[src/rtl/mod_updown_counter.sv]
// Modulo-N up/down counter with parallel load, wrap or saturate at the
// range ends, a one-cycle terminal-count pulse and a sticky overflow flag.
// Count arithmetic is carried one bit wider than the count so that a
// modulus of 2**WIDTH wraps without truncation.
module mod_updown_counter #(
   parameter int WIDTH    = 4,
   parameter int MODULUS  = 16,
   parameter int SATURATE = 0
) (
   input  logic             clk,
   input  logic             rst,
   input  logic             en,
   input  logic             up_dn,
   input  logic             load,
   input  logic [WIDTH-1:0] load_val,
   output logic [WIDTH-1:0] q,
   output logic             tc,
   output logic             at_max,
   output logic             at_min,
   output logic             ovf
);

   // Range limits held at the extended width used for the arithmetic.
   localparam logic [WIDTH:0]   LP_MOD = (WIDTH+1)'(MODULUS);
   localparam logic [WIDTH-1:0] LP_TOP = WIDTH'(MODULUS - 1);

   logic [WIDTH-1:0] r_q;
   logic             r_tc;
   logic             r_ovf;

   logic [WIDTH:0]   w_q_ext;
   logic [WIDTH:0]   w_inc;
   logic [WIDTH:0]   w_dec;
   logic             w_at_top;
   logic             w_at_bot;
   logic             w_bnd;
   logic [WIDTH-1:0] w_ld;
   logic [WIDTH-1:0] w_step;

   assign w_q_ext  = {1'b0, r_q};
   assign w_inc    = w_q_ext + (WIDTH+1)'(1);
   assign w_dec    = w_q_ext - (WIDTH+1)'(1);

   // Incrementing the top value lands exactly on MODULUS; decrementing
   // zero borrows into the extra bit.
   assign w_at_top = (w_inc == LP_MOD);
   assign w_at_bot = w_dec[WIDTH];

   // A boundary step is an enabled step that would leave the range.
   assign w_bnd    = en & (up_dn ? w_at_top : w_at_bot);

   // Out-of-range load values clamp to the top of the range.
   assign w_ld     = ({1'b0, load_val} >= LP_MOD) ? LP_TOP : load_val;

   // Next count for an enabled step: normal +/-1, or wrap / hold at the ends.
   always_comb begin
      w_step = r_q;
      if (up_dn) begin
         if (!w_at_top)
            w_step = w_inc[WIDTH-1:0];
         else if (SATURATE == 0)
            w_step = '0;
         else
            w_step = r_q;
      end else begin
         if (!w_at_bot)
            w_step = w_dec[WIDTH-1:0];
         else if (SATURATE == 0)
            w_step = LP_TOP;
         else
            w_step = r_q;
      end
   end

   // Count, terminal-count pulse and sticky overflow; priority rst > load > en.
   always_ff @(posedge clk) begin
      if (rst) begin
         r_q   <= '0;
         r_tc  <= 1'b0;
         r_ovf <= 1'b0;
      end else if (load) begin
         r_q   <= w_ld;
         r_tc  <= 1'b0;
         r_ovf <= 1'b0;
      end else if (en) begin
         r_q  <= w_step;
         r_tc <= w_bnd;
         if (w_bnd)
            r_ovf <= 1'b1;
      end else begin
         r_tc <= 1'b0;
      end
   end

   assign q      = r_q;
   assign tc     = r_tc;
   assign ovf    = r_ovf;
   assign at_max = w_at_top;
   assign at_min = (r_q == '0);

endmodule
[config.mk]
export PLATFORM = sky130hd
export DESIGN_NAME = mod_updown_counter
export DESIGN_NICKNAME = d
export VERILOG_FILES = /design/src/rtl/mod_updown_counter.sv
export SDC_FILE = /design/constraint.sdc
export NUM_CORES = 1
export LEC_CHECK = 0
export CORE_AREA = 2 2 39 41
export CTS_BUF_LIST = sky130_fd_sc_hd__clkbuf_16
export DETAILED_ROUTE_END_ITERATION = 10
export DIE_AREA = 0 0 41 43
export GPL_ROUTABILITY_DRIVEN = 1
export MAX_ROUTING_LAYER = met4
export PLACE_DENSITY_LB_ADDON = 0.15
export SLEW_MARGIN = 20
export SYNTH_ARGS = -nofsm -noshare
export SYNTH_HDL_FRONTEND = slang
export SYNTH_SLANG_ARGS = --single-unit
[constraint.sdc]
create_clock -name clk -period 2.1 [get_ports clk]
set_input_delay 0.21 -clock clk [delete_from_list [all_inputs] [get_ports clk]]
set_output_delay 0.21 -clock clk [all_outputs]
set_load 0.005 [all_outputs]
Word-level counts from Yosys, hierarchy flattened --
Cells that the tools add are included. W data, S select, Z words.
Cells by class: mux-type cells 6, div/mod/pow operators 0, bitwise operators 2, reductions and logical operators 5, add/sub/neg operators 2, $lt $le $gt $ge 0, multiply operators 0, shifts and indexed selects 0, eq/ne operators 1
Operator list (number):
- $mux W4 | 5
- $add A4 B1 Y5 const B | 1
- $eq A5 B5 Y1 const B | 1
- $sub A4 B1 Y5 const B | 1
- $logic_not A4 Y1 | 1
- $reduce_or A3 Y1 | 1
- $reduce_and A2 Y1 | 1
- $reduce_bool A2 Y1 | 1
- $reduce_or A2 Y1 | 1
- $and A1 B1 Y1 | 1
- $mux W1 | 1
- $not A1 Y1 | 1
Word-level totals: output and inout port bits 8, memories 0, bits in read-only memories 0, register bits 6, latch bits 0, bits of input ports 9, memory bits (writable) 0, logic and storage cells 19

Longest topological paths before layout --
Gate-level depths: netlist of run 1.
word-level depth 6, depth in mapped cells 5, gate-level depth less buffers 5

Worst setup path before layout of run 1 --
Ideal clock, no wire load.
kind reg2reg, from reg r_q[0] (netlist: q[0]), to reg r_q[2] (netlist: q[2]), path slack 0.529 ns, data arrival time 1.444 ns, library setup time 0.127 ns, clock period less this slack 1.571 ns, cell stages (with the launch flop) 6, required time 1.973 ns, buffers on the path 0, cell sequence dfxtp_1 -> inv_1 -> ha_1 -> mux2_4 -> and3_1 -> or3_1
Between the ends: cells in the longest elaborated chain, start to end 6, elaborated cells on any way between the ends 8, those cells by class 2 x add/sub; 1 x eq/ne; 5 x mux
Ends and longest elaborated chain:
- start: declaration | RTL line 27 | logic [WIDTH-1:0] r_q;
- start signal: assignment | RTL line 82 | r_q <= w_ld;
- start signal: assignment | RTL line 86 | r_q <= w_step;
- $add A4 B1 Y5 | RTL line 41 | assign w_inc = w_q_ext + (WIDTH+1)'(1);
- $eq A5 B5 Y1 | RTL line 46 | assign w_at_top = (w_inc == LP_MOD);
- $mux W4 | RTL line 59 | if (!w_at_top)
- $mux W4 (*) | RTL line 58 | if (up_dn) begin
- $mux W4 (*) | RTL line 85 | end else if (en) begin
- $mux W4 (*) | RTL line 81 | end else if (load) begin
Every way passes the cells marked *; elsewhere a longest branch is shown, timed or not. The select of a mux whose other input is x is not followed. A chain may end at the register's enable or synchronous reset.

Worst setup path in the final report of run 1 --
from reg r_q[2] (netlist: q[2]), to out at_max
Between the ends: cells in the longest elaborated chain, start to end 2
Ends and longest elaborated chain:
- $add A4 B1 Y5 | RTL line 41
- $eq A5 B5 Y1 | RTL line 46
- end: declaration | RTL line 18 | output logic at_max,
No other way between the ends.

==> flow_summary.ini, run 1 <==
[timing]
slew-limit-headroom_pct = 61.0
rsz0062_at_grt = no
tightest_slew_ns = 0.576
setup_tns_ns = 0
fin_ws_ns = 0.295
setup_violations = 0
timing.fmax_mhz = 554
fin_skew_ns = 0.000322
period_needed_ns = 1.80
final.period_utilization_pct = 85.9
hold_viol_final = 0
maxSlewViolCount = 0
holdWs_ns = 0.528

[grt]
grt_pass1_wl_um = 1700
grt_use_total_pct = 15.4
grt_pass1_vias = 390
grt.overflow.total = 0
grt_max_degree = 12
antenna_found_initial = 0

[critical_path]
r2r_start = q[0]
endpoint_kind = output port
timing.rr.end = q[2]
arrival_ns = 1.59
r2r_slack_ns = 0.42
required_ns = 1.89
path_cells = and3_1, and3_1, clkdlybuf4s50_1
slowest_delay_ns = 0.49
cp_top_family = buffers and inverters
critPathLaunchType = flip-flop
path_common_cell = and3_1
crit_fanout = 9
cp_num_buf_inv = 1
critPathSlowestCell = clkdlybuf4s50_1
path_class = reg2out
reg2regPathDepth = 5

[hold_path]
min_to = ovf
hp-start = ovf
hold_depth = 2
hold_class = reg2reg

[floorplan]
die-width_um = 41
die_area_um2 = 1760
coreArea_um2 = 1380
rows = 14
ios = 17
die_h_um = 43
initial_core_util_pct = 31.7

[logic_synthesis]
synth_top_area_share_pct = 27.4
synth-simple-area-share_pct = 33.9
synth_compound_area_share_pct = 19.1
yosysSeqAreaShare_pct = 27.4
synth_top_family_by_area = simple AND/OR/NAND/NOR gates
synthXorXnorAreaFrac_pct = 0
netlist_top_cells_area = dfxtp_1, ha_1, a21oi_1
muxShareOfSynthArea_pct = 3.42
synth.cell_area_um2 = 439
synthCells = 55
syn_nets = 67
yosys_register_bits = 6
yosys.area.top_type = dfxtp_1
ys_types = 28
ys_warn_count = 0
synth_area_per_cell_um2 = 7.98
synth_fa_ha_area_share_pct = 8.55

[power]
leakage_nw = 0.271
ir_drop_mv = 0.341
power_density_nw_per_um2 = 794

[cts]
cts_num_sinks = 6
cts_buffer_depth = 2
cts_tree = built
insertion_delay_ns = 0.23
cts_resized = 0
post_cts_buffers = 0
cts-root-buf = clkbuf_16
clk_pin_slew_ns = 0.03
htreeDepth = 1
cts_buffers = 3
ctsHoldBuffers = 0

[layout]
n_fill_cell = 139
layout_commonest_cell = clkdlybuf4s50_1
layout-drive-gt1-share_pct = 8.33
layout_common_cells = clkdlybuf4s50_1, nor2_1, dfxtp_1
nets = 86
syn_to_final_growth_pct = 54.7
fin_cells = 88
antenna_cells = 0

[place]
port_buffers = 16
post-place-ws_ns = 0.310
hpwl_um = 802
place.gp.congestion = 0.746
dp.cells = 85

[flow_run]
drv_cap = 0

[run_status]
outcome = finished, final reports clean

[drt]
vias = 450
final_antenna_net_count = 0
first_iter_violations = 8
routedWlPerCell_um = 12.5
dr.pass1.iters = 2
drc = 0
wl_um = 1100
via_per_inst = 5.11
[cells in the mapped netlist, drive strengths merged]
cell     n
dfxtp    6
nor2     6
a21oi    5
inv      5
and3     3
ha       3
nand2    3
nand4    3
nor3b    2
a2111oi  1
a221o    1
a41oi    1
and2     1
buf      1
clkbuf   1
mux2     1
nand2b   1
nand3b   1
nor2b    1
nor3     1
nor4b    1
o21ai    1
o21ba    1
o31ai    1
o32ai    1
or3      1
or3b     1
or4      1
[where the power goes]
group          internal [mW]  total [mW]  switching, mW
Clock                  0.245       0.309         0.0649
Sequential             0.122       0.135         0.0128
Combinational         0.0568      0.0948         0.0380
Total                  0.424       0.539          0.116
[flip-flops by register name, summed over array words and instances (netlist names)]
signal	cells
ovf	1
q	4
tc	1
[per-stage QoR]
| stage | utilization, % | total power [mW] | instance area, µm² |
|---|---|---|---|
| after floorplan | - | 0.184 | 439 |
| after global placement | 43.7 | 0.231 | 604 |
| after detailed placement | 43.7 | 0.232 | 604 |
| after CTS | 49.1 | 0.545 | 679 |
| after global routing | 49.1 | 0.565 | 679 |
| final | 49.1 | 0.539 | 679 |
[final cells by class]
cell class	instances	area, µm²	share of cell area, %
well taps	16	20.0	2.95
repair buffers	16	160	23.6
clock buffers	3	75.1	11.0
flip-flops and latches	6	120	17.7
multi-input cells	42	285	42.0
inverters	5	18.8	2.76
[logic make-up (layout without fill, tap and decap cells)]
family	Yosys count	after routing
simple gates	26	26
compound gates	12	12
buf+inv	7	24
flops	6	6
fa+ha+maj	3	3
mux	1	1
[metal layers]
| metal | global-route usage, % | wire length [µm] |
|---|---|---|
| met1 | 18.3 | 555 |
| met2 | 20.6 | 477 |
| met3 | 4.71 | 50 |
| met4 | 12.0 | 19 |
| met5 | - | 0 |
[worst max path at each step]
stage / startpoint / end / slack, ns / cells after the start
finish: q[2] / at_max / 0.30 / 3
detailed placement: up_dn / q[2] / 0.31 / 4
CTS: q[2] / at_max / 0.29 / 3
global route: q[2] / at_max / 0.23 / 3
global placement: up_dn / q[2] / 0.32 / 4
floorplan: q[0] / q[2] / 0.53 / 5
[worst register-to-register path, stage by stage, from the launching register on]
cell and delay, ns:
dfxtp_1 0.43, inv_1 0.11, ha_1 0.25, mux2_4 0.28, a2111oi_0 0.39, or3_1 0.17
No activity file was read; power rests on OpenSTA's default activity.
==> run 2: changes to the inputs <==
--- a/config.mk
+++ b/config.mk
@@ -10,6 +10,7 @@
 export DETAILED_ROUTE_END_ITERATION = 10
 export DIE_AREA = 0 0 41 43
 export GPL_ROUTABILITY_DRIVEN = 1
+export HOLD_SLACK_MARGIN = 0.06
 export MAX_ROUTING_LAYER = met4
 export PLACE_DENSITY_LB_ADDON = 0.15
 export SLEW_MARGIN = 20
==> results of run 2 <==
The final DEF is identical to that of run 1; final timing and power are the same.
==> run 3: changes to the inputs <==
==> constraint.sdc (replaced) <==
create_clock -name clk -period 2.1 [get_ports clk]
set_input_delay 0.525 -clock clk [delete_from_list [all_inputs] [get_ports clk]]
set_output_delay 0.525 -clock clk [all_outputs]
set_load 0.005 [all_outputs]
==> run 3 against run 2 <==
Compared with the run above: utilization grew 2.0 points; routed wire length grew 6.9%; register-to-register slack gained 0.07 ns; clock-buffer cell count is the same; non-clock buffer count grew 3; global-route usage grew 1.2 points; first-iteration DRC count shrank 38%; critical path depth is the same; die area is the same; clock skew grew 0.0022 ns; design area grew 4.1%.
==> flow_summary.ini, run 3 (same netlist as run 1, synthesis figures left out) <==
[grt]
grt_pass1_vias = 424
grt_max_degree = 12
antenna_found_initial = 0
grt_pass1_wl_um = 1900
grt.overflow.total = 0
grt_use_total_pct = 16.6

[critical_path]
crit_fanout = 7
reg2regPathDepth = 5
slowest_delay_ns = 0.49
required_ns = 1.57
critPathSlowestCell = clkdlybuf4s50_1
critPathLaunchType = flip-flop
worstSetupEndpoint = at_max
arrival_ns = 1.49
path_class = reg2out
cp_num_buf_inv = 1
crit_path_start = q[0]
cp_top_family = buffers and inverters
timing.rr.end = q[2]
endpoint_kind = output port
path_cells = ha_2, and3_1, clkdlybuf4s50_1
r2r_start = q[0]
r2r_slack_ns = 0.49
crit_cells = 3

[timing]
hold_viol_final = 0
fin_skew_ns = 0.00254
setup_violations = 0
timing.fmax_mhz = 497
maxSlewViolCount = 0
period_needed_ns = 2.01
final.period_utilization_pct = 95.8
slew-limit-headroom_pct = 76.8
setup_tns_ns = 0
tightest_slew_ns = 0.340
rsz0062_at_grt = no

[drt]
via_per_inst = 5.12
first_iter_violations = 5
vias = 466
drc = 0
final_antenna_net_count = 0
wl_um = 1180
routedWlPerCell_um = 12.9
dr.pass1.iters = 4

[hold_path]
hold_class = reg2reg
hold_depth = 2

[floorplan]
die-width_um = 41
rows = 14
die_h_um = 43
die_area_um2 = 1760
coreArea_um2 = 1380
initial_core_util_pct = 31.7
ios = 17

[cts]
cts-root-buf = clkbuf_16
htreeDepth = 1
clk_pin_slew_ns = 0.04
insertion_delay_ns = 0.23
ctsHoldBuffers = 0
cts_tree = built
cts_buffer_depth = 2
cts_num_sinks = 6
cts_buffers = 3

[layout]
nets = 89
syn_to_final_growth_pct = 61.0
antenna_cells = 0
layout_common_cells = clkdlybuf4s50_1, nor2_1, inv_1, a21oi_1, dfxtp_1
fin_util_pct = 51.1
layout-drive-gt1-share_pct = 16.0
largest_register_ffs = 4
layout_commonest_cell = clkdlybuf4s50_1

[power]
p_sw_share_pct = 21.5
leakage_nw = 0.284
internal_power_mw = 0.430
ir_drop_mv = 0.352
p_switching_mw = 0.117
power_density_nw_per_um2 = 774
p_total_mw = 0.547
clock_power_share_pct = 56.5
seq_power_share_pct = 24.4
p_comb_share_pct = 19.1

[place]
port_buffers = 16
place.gp.congestion = 0.756
hpwl_um = 873

[flow_run]
drv_cap = 0

[run_status]
outcome = finished, final reports clean
-- run 3: cell count changes in the layout (fill, tap and decap cells not counted) --
cell and delta:
buf_4 +3, dfxtp_1 -2, dfxtp_2 +2, ha_1 -1, ha_2 +1
-- run 3: worst min-delay path by stage --
stage,startpoint,to
after detailed placement,ovf,ovf
final,ovf,ovf
after global routing,ovf,ovf
after global placement,ovf,ovf
after floorplan,ovf,ovf
after CTS,ovf,ovf
-- run 3: cell type report --
class | instances | area (µm²)
fill | 142 | 677
multi-input combinational | 42 | 288
timing repair buffer | 19 | 183
sequential | 6 | 123
clock buffer | 3 | 75.1
tap | 16 | 20.0
inverter | 5 | 18.8
-- run 3: per-layer routing --
metal | wire [µm] | vias up | GRT usage (%)
li1 | - | 243 | -
met5 | 0 | - | -
met1 | 548 | 216 | 19.9
met3 | 30 | 0 | 3.14
met4 | 0 | 0 | 10.0
met2 | 599 | 7 | 24.7
-- run 3: power by group through the flow --
stage | Combinational, mW | Sequential [mW] | Clock, mW
after floorplan | 0.0500 | 0.134 | 0
after global placement | 0.104 | 0.134 | 0
after detailed placement | 0.105 | 0.134 | 0
after CTS | 0.106 | 0.134 | 0.318
after global routing | 0.116 | 0.135 | 0.324
final | 0.105 | 0.134 | 0.309
-- run 3: per-stage QoR --
stage | instance area, µm² | hold WS [ns] | worst slack (ns) | cells
after global routing | 707 | 0.569 | 0.0387 | 91
after global placement | 627 | 0.523 | 0.164 | 88
after floorplan | 439 | 0.511 | 0.529 | 55
after detailed placement | 627 | 0.514 | 0.159 | 88
final | 707 | 0.524 | 0.0885 | 91
after CTS | 707 | 0.523 | 0.0757 | 91
-- run 3: worst register-to-register path, delay by kind of cell (launching register included) --
family	cells	cell delay [ns]
compound gates	1	0.39
flops	1	0.38
fa+ha+maj	1	0.24
buf+inv	1	0.09
simple gates	1	0.16
mux	1	0.28
-- run 3: repair_timing --
item / 4_1_cts / 5_1_grt
hold endpoints to repair: 0 / 0
buffers inserted: 0 / 0
endpoints found under the setup margin: 1 / 0
resized for setup: 3 / 0
